### config.mk
export PLATFORM = sky130hd
export DESIGN_NAME = ov7670_frame_capture
export DESIGN_NICKNAME = d
export VERILOG_FILES = /design/src/rtl/ov7670_frame_capture.sv
export SDC_FILE = /design/constraint.sdc
export NUM_CORES = 1
export LEC_CHECK = 0
export ABC_AREA = 1
export CAP_MARGIN = 40
export CORE_UTILIZATION = 50
export DETAILED_ROUTE_END_ITERATION = 16
export GPL_ROUTABILITY_DRIVEN = 0
export MAX_ROUTING_LAYER = met4
export PLACE_DENSITY = 0.76
export SYNTH_ARGS = -nofsm -noshare
export SYNTH_HDL_FRONTEND = slang
export SYNTH_SLANG_ARGS = --single-unit
### constraint.sdc
create_clock -name pclk -period 1.72 [get_ports pclk]
set_clock_uncertainty 0.1 [all_clocks]
set_input_delay 0.344 -clock pclk [delete_from_list [all_inputs] [get_ports pclk]]
set_output_delay 0.344 -clock pclk [all_outputs]
set_load 0.05 [all_outputs]
### src/rtl/ov7670_frame_capture.sv
// ov7670_frame_capture
//   Captures RGB565 frames from an OV7670 byte bus, packs each pixel to
//   RGB444 and writes it to a frame buffer at address line*H_PIX + pixel.
//   Capture is frame-aligned: a frame is only taken after a full vertical
//   blanking interval has been observed, so enabling mid-frame never yields
//   a partial picture.
//
// Parameters
//   H_PIX    active pixels per line
//   V_LINES  active lines per frame
//   ADDR_W   frame-buffer address width
//
// Ports
//   pclk         camera pixel clock (sole clock)
//   reset        synchronous reset, active low
//   href         line valid
//   vsync        frame sync, high during vertical blanking
//   ov7670_data  byte bus, two bytes per RGB565 pixel
//   cap_en       capture enable level
//   we           write strobe, one cycle per stored pixel
//   wAddr        write address
//   wData        RGB444 pixel {R,G,B}
//   frame_done   one-cycle pulse at the end of each captured frame
//   frame_err    geometry error of the last completed frame
//   busy         high while waiting for frame start or capturing
module ov7670_frame_capture #(
    parameter int H_PIX   = 320,
    parameter int V_LINES = 240,
    parameter int ADDR_W  = 17
) (
    input  logic              pclk,
    input  logic              reset,
    input  logic              href,
    input  logic              vsync,
    input  logic [7:0]        ov7670_data,
    input  logic              cap_en,
    output logic              we,
    output logic [ADDR_W-1:0] wAddr,
    output logic [11:0]       wData,
    output logic              frame_done,
    output logic              frame_err,
    output logic              busy
);

    // Counters saturate one past the legal maximum so an overlong line or
    // frame is still distinguishable from an exact one.
    localparam int PIX_W  = $clog2(H_PIX + 2);
    localparam int LINE_W = $clog2(V_LINES + 2);

    localparam logic [PIX_W-1:0]  PIX_MAX  = PIX_W'(H_PIX);
    localparam logic [PIX_W-1:0]  PIX_SAT  = PIX_W'(H_PIX + 1);
    localparam logic [LINE_W-1:0] LINE_MAX = LINE_W'(V_LINES);
    localparam logic [LINE_W-1:0] LINE_SAT = LINE_W'(V_LINES + 1);
    localparam logic [ADDR_W-1:0] LINE_STEP = ADDR_W'(H_PIX);

    typedef enum logic [1:0] {IDLE, SYNC, ACTIVE, DONE} state_t;

    state_t state_q, state_d;

    logic [PIX_W-1:0]  pix_cnt;
    logic [LINE_W-1:0] line_cnt;
    logic [ADDR_W-1:0] line_base;   // line_cnt*H_PIX, built by repeated add
    logic              phase;       // 1 = first byte of a pixel is pending
    logic [6:0]        b1;          // only the first-byte bits that survive packing
    logic              href_d;
    logic              err_acc;

    always_ff @(posedge pclk) begin
        if (!reset) state_q <= IDLE;
        else        state_q <= state_d;
    end

    always_comb begin
        state_d    = state_q;
        frame_done = 1'b0;
        busy       = 1'b0;
        case (state_q)
            IDLE: begin
                // Only arm during blanking so capture never starts mid-frame.
                if (cap_en && vsync) state_d = SYNC;
            end
            SYNC: begin
                busy = 1'b1;
                if (!vsync) state_d = ACTIVE;
            end
            ACTIVE: begin
                busy = 1'b1;
                if (vsync) state_d = DONE;
            end
            DONE: begin
                frame_done = 1'b1;
                state_d    = cap_en ? SYNC : IDLE;
            end
            default: state_d = IDLE;
        endcase
    end

    always_ff @(posedge pclk) begin
        if (!reset) begin
            we        <= 1'b0;
            wAddr     <= '0;
            wData     <= '0;
            frame_err <= 1'b0;
            pix_cnt   <= '0;
            line_cnt  <= '0;
            line_base <= '0;
            phase     <= 1'b0;
            b1        <= '0;
            href_d    <= 1'b0;
            err_acc   <= 1'b0;
        end else begin
            we     <= 1'b0;
            href_d <= href;
            if (state_q == SYNC && !vsync) begin
                pix_cnt   <= '0;
                line_cnt  <= '0;
                line_base <= '0;
                err_acc   <= 1'b0;
                phase     <= 1'b0;
            end else if (state_q == ACTIVE) begin
                if (href) begin
                    phase <= ~phase;
                    if (!phase) begin
                        b1 <= {ov7670_data[7:4], ov7670_data[2:0]};
                    end else begin
                        if (pix_cnt < PIX_MAX && line_cnt < LINE_MAX) begin
                            we    <= 1'b1;
                            wAddr <= line_base + ADDR_W'(pix_cnt);
                            wData <= {b1, ov7670_data[7], ov7670_data[4:1]};
                        end
                        if (pix_cnt != PIX_SAT) pix_cnt <= pix_cnt + 1'b1;
                    end
                end else begin
                    phase <= 1'b0;
                    if (href_d) begin
                        // End of line: wrong width or a dangling half pixel.
                        if (pix_cnt != PIX_MAX || phase) err_acc <= 1'b1;
                        pix_cnt <= '0;
                        if (line_cnt != LINE_SAT) line_cnt <= line_cnt + 1'b1;
                        if (line_cnt < LINE_MAX) line_base <= line_base + LINE_STEP;
                    end
                end
                // Latched on entry to DONE so it is valid alongside frame_done.
                if (vsync) frame_err <= err_acc | (line_cnt != LINE_MAX);
            end else begin
                phase <= 1'b0;
            end
        end
    end

endmodule

==> results.json <==
{
  "status": "completed",
  "netlist.area_leader.share": 0.402,
  "grt_max_degree": 24,
  "max_freq_ghz": 0.587,
  "die_w_um": 86.1,
  "drive_gt1_frac": 0.239,
  "placedCellCount": 661,
  "holdPathStages": 2,
  "numCtsBuffers": 9,
  "grt_pass1_wl_um": 13200,
  "setup_violations": 0,
  "r2r_slack_ns": 0.02,
  "maxCapViolations": 0,
  "pwr_density_cell_nw_per_um2": 853,
  "total_power_uw": 3950,
  "seq_area_um2": 1430,
  "postLayoutCellArea_um2": 4620,
  "path_cells": "ha_4 > inv_2 > fa_2 > inv_2 > nand2_2 > nand2_2 > nand2_4 > buf_6 > xnor2_2 > nor2_1 > nor2_1",
  "antenna_left": 0,
  "core-area_um2": 6790,
  "die_h_um": 86.1,
  "clock_sinks": 71,
  "multi_input_area_um2": 1910,
  "wirelength_um": 8070,
  "syn_area_um2": 3530,
  "drtIter0Drc": 192,
  "r2r-start": "pix_cnt[6]",
  "leakage_uw": 0.00201,
  "ir_worst_vdd_v": 0.000492,
  "clockBufferDepth": 2,
  "yosysWarnings": 0,
  "diodes": 0,
  "timing.final.ws_setup_ns": 0.0163,
  "synth_seq_area_share": 0.402,
  "start_util": 0.520,
  "relSlewSlack": 0.671,
  "final_cell_mix": "nand2_1 (104), nor2_1 (83), dfxtp_1 (65)",
  "period_needed_ns": 1.70,
  "syn2layout_area_growth_pct": 30.8,
  "vias": 3351,
  "crit_arrival_ns": 1.87,
  "syn_avg_cell_area_um2": 7.08,
  "portBuffers": 45,
  "critPathMaxFanout": 3,
  "slew_viol_final": 0,
  "cts_tree": "built",
  "cp_slowest_stage_delay_ns": 0.36,
  "min_from": "b1[3]",
  "end_kind": "register",
  "first_global_vias": 2997,
  "post_synth_num_cell_types": 36,
  "n_fill_cell": 569,
  "reg2reg_depth": 11,
  "stdcell_count": 681,
  "startpoint": "pix_cnt[6]",
  "final_min_period_over_clock_period": 0.991,
  "synth-seq-cells": 71,
  "path_class": "register to register",
  "cp.required_ns": 1.88,
  "clk_pin_slew_worst_paths_ns": 0.09,
  "slowest_stage": "dfxtp_2",
  "synthesis.instances": 499,
  "globalRoute.totalOverflow": 0,
  "grt_setup_unrepaired": "yes",
  "preCtsSetupSlack_ns": -0.171,
  "hp-class": "register to register",
  "cts_root_buffer": "clkbuf_8",
  "hpwlAfterDp_um": 5740,
  "final_common_cell": "nand2_1",
  "routed_via_density": 4.92,
  "drcViolationCount": 0,
  "layout.nets": 609,
  "placementRows": 30,
  "grtUsageTotal": 0.232,
  "tightest_slew_ns": 0.490,
  "hold_viol": 0,
  "synth_nets": 528,
  "synth_area_leaders": "dfxtp_1 (40%), nand2_1 (11%), nor2_1 (8.8%), inv_1 (5.8%), ha_1 (5.3%)",
  "post-synth-top-area-cell": "dfxtp_1",
  "io_pins": 46,
  "crit_path_start_kind": "register",
  "placed_area_um2": 4240,
  "htreeDepth": 3,
  "die_area_um2": 7410,
  "grt_antenna_before_repair": 0,
  "hold_path_end": "b1[3]",
  "setup_tns_ns": 0,
  "firstDrtPassIters": 5,
  "worstSkewPairLatency_ns": 0.36,
  "r2r-end": "wAddr[10]",
  "post_drt_wl_per_cell_um": 11.9
}
==> timing repair <==
item,4_1_cts,5_1_grt
hold buffers,0,0
setup buffers,2,2
cloned,0,1
pin swaps,6,9
setup endpoints to repair,6,37
gates resized for setup,19,35
==> logic make-up (layout without fill, tap and decap cells) <==
family,Yosys count,after routing,share of synthesized area
compound gates,79,79,0.119
mux,1,1,0.00283
simple gates,251,251,0.310
flops,71,71,0.402
xor+xnor,8,8,0.0198
buf+inv,73,159,0.0874
fa+ha+maj,16,16,0.0588
==> power by group <==
part,switching (uW),total (uW),internal (uW)
Combinational,484,874,391
Clock,731,1280,550
Sequential,55.0,1790,1730
==> final cells by class <==
type,count,area share
tap,96,0.0260
sequential,71,0.310
timing repair buffer,86,0.163
multi-input combinational,355,0.413
clock buffer,9,0.0268
clock inverter,7,0.0133
inverter,57,0.0479
==> metal layers <==
| metal | GRT usage | share of wire |
|---|---|---|
| met5 | - | 0 |
| met3 | 0.0375 | 0.036 |
| met2 | 0.395 | 0.48 |
| met4 | 0.0939 | 0.018 |
| met1 | 0.272 | 0.46 |
==> critical path: cells and delay by family (launching register included) <==
| family | cells | cell delay [ns] |
|---|---|---|
| adder cells (fa/ha/maj) | 2 | 0.46 |
| flip-flops | 1 | 0.36 |
| AND/OR/NAND/NOR | 5 | 0.33 |
| buffers and inverters | 3 | 0.24 |
| XOR/XNOR | 1 | 0.11 |
==> Yosys cell counts <==
cell       number
xor2_1          5
or2_2           1
inv_1          55
nor2_1         83
buf_4           3
a22oi_1         2
mux2i_1         1
o21ai_1         5
o21bai_1        1
xnor2_1         3
o21ai_0        36
buf_6           2
nor2_2          4
nor3_1          3
nand3_2         1
fa_1            1
clkbuf_1        3
a21oi_1        31
buf_1           1
a2bb2oi_1       1
buf_2           7
dfxtp_1        71
nand2_2         4
nand3_1        30
nor2_4          3
nand2_4         2
inv_2           2
nand4_1         7
a211oi_2        1
a21oi_2         1
nor3b_1         3
o21ai_2         1
nand3_4         1
or2_0           1
ha_1           15
nand2_1       108
==> through the flow <==
| stage | utilization | hold slack, ns |
|---|---|---|
| after global routing | 0.680 | 0.362 |
| after global placement | 0.625 | 0.328 |
| after detailed placement | 0.625 | 0.334 |
| after floorplan | - | 0.320 |
| after CTS | 0.662 | 0.346 |
| final | 0.680 | 0.347 |
==> worst max path at each step <==
stage                                to  slack (ns)
after floorplan               wAddr[16]       0.005
after global placement    line_base[16]       -0.14
after detailed placement    line_cnt[6]       -0.17
after CTS                     wAddr[16]       -0.02
after global routing          wAddr[10]       -0.08
final                         wAddr[10]        0.02
==> sequential cells by signal, indices dropped and copies added, names as in the netlist <==
register / flops
wAddr: 17
wData: 12
line_base: 11
pix_cnt: 9
line_cnt: 8
b1: 7
state_q: 2
err_acc: 1
frame_err: 1
href_d: 1
phase: 1
we: 1
Note: power is estimated with default switching activity, not from simulation.
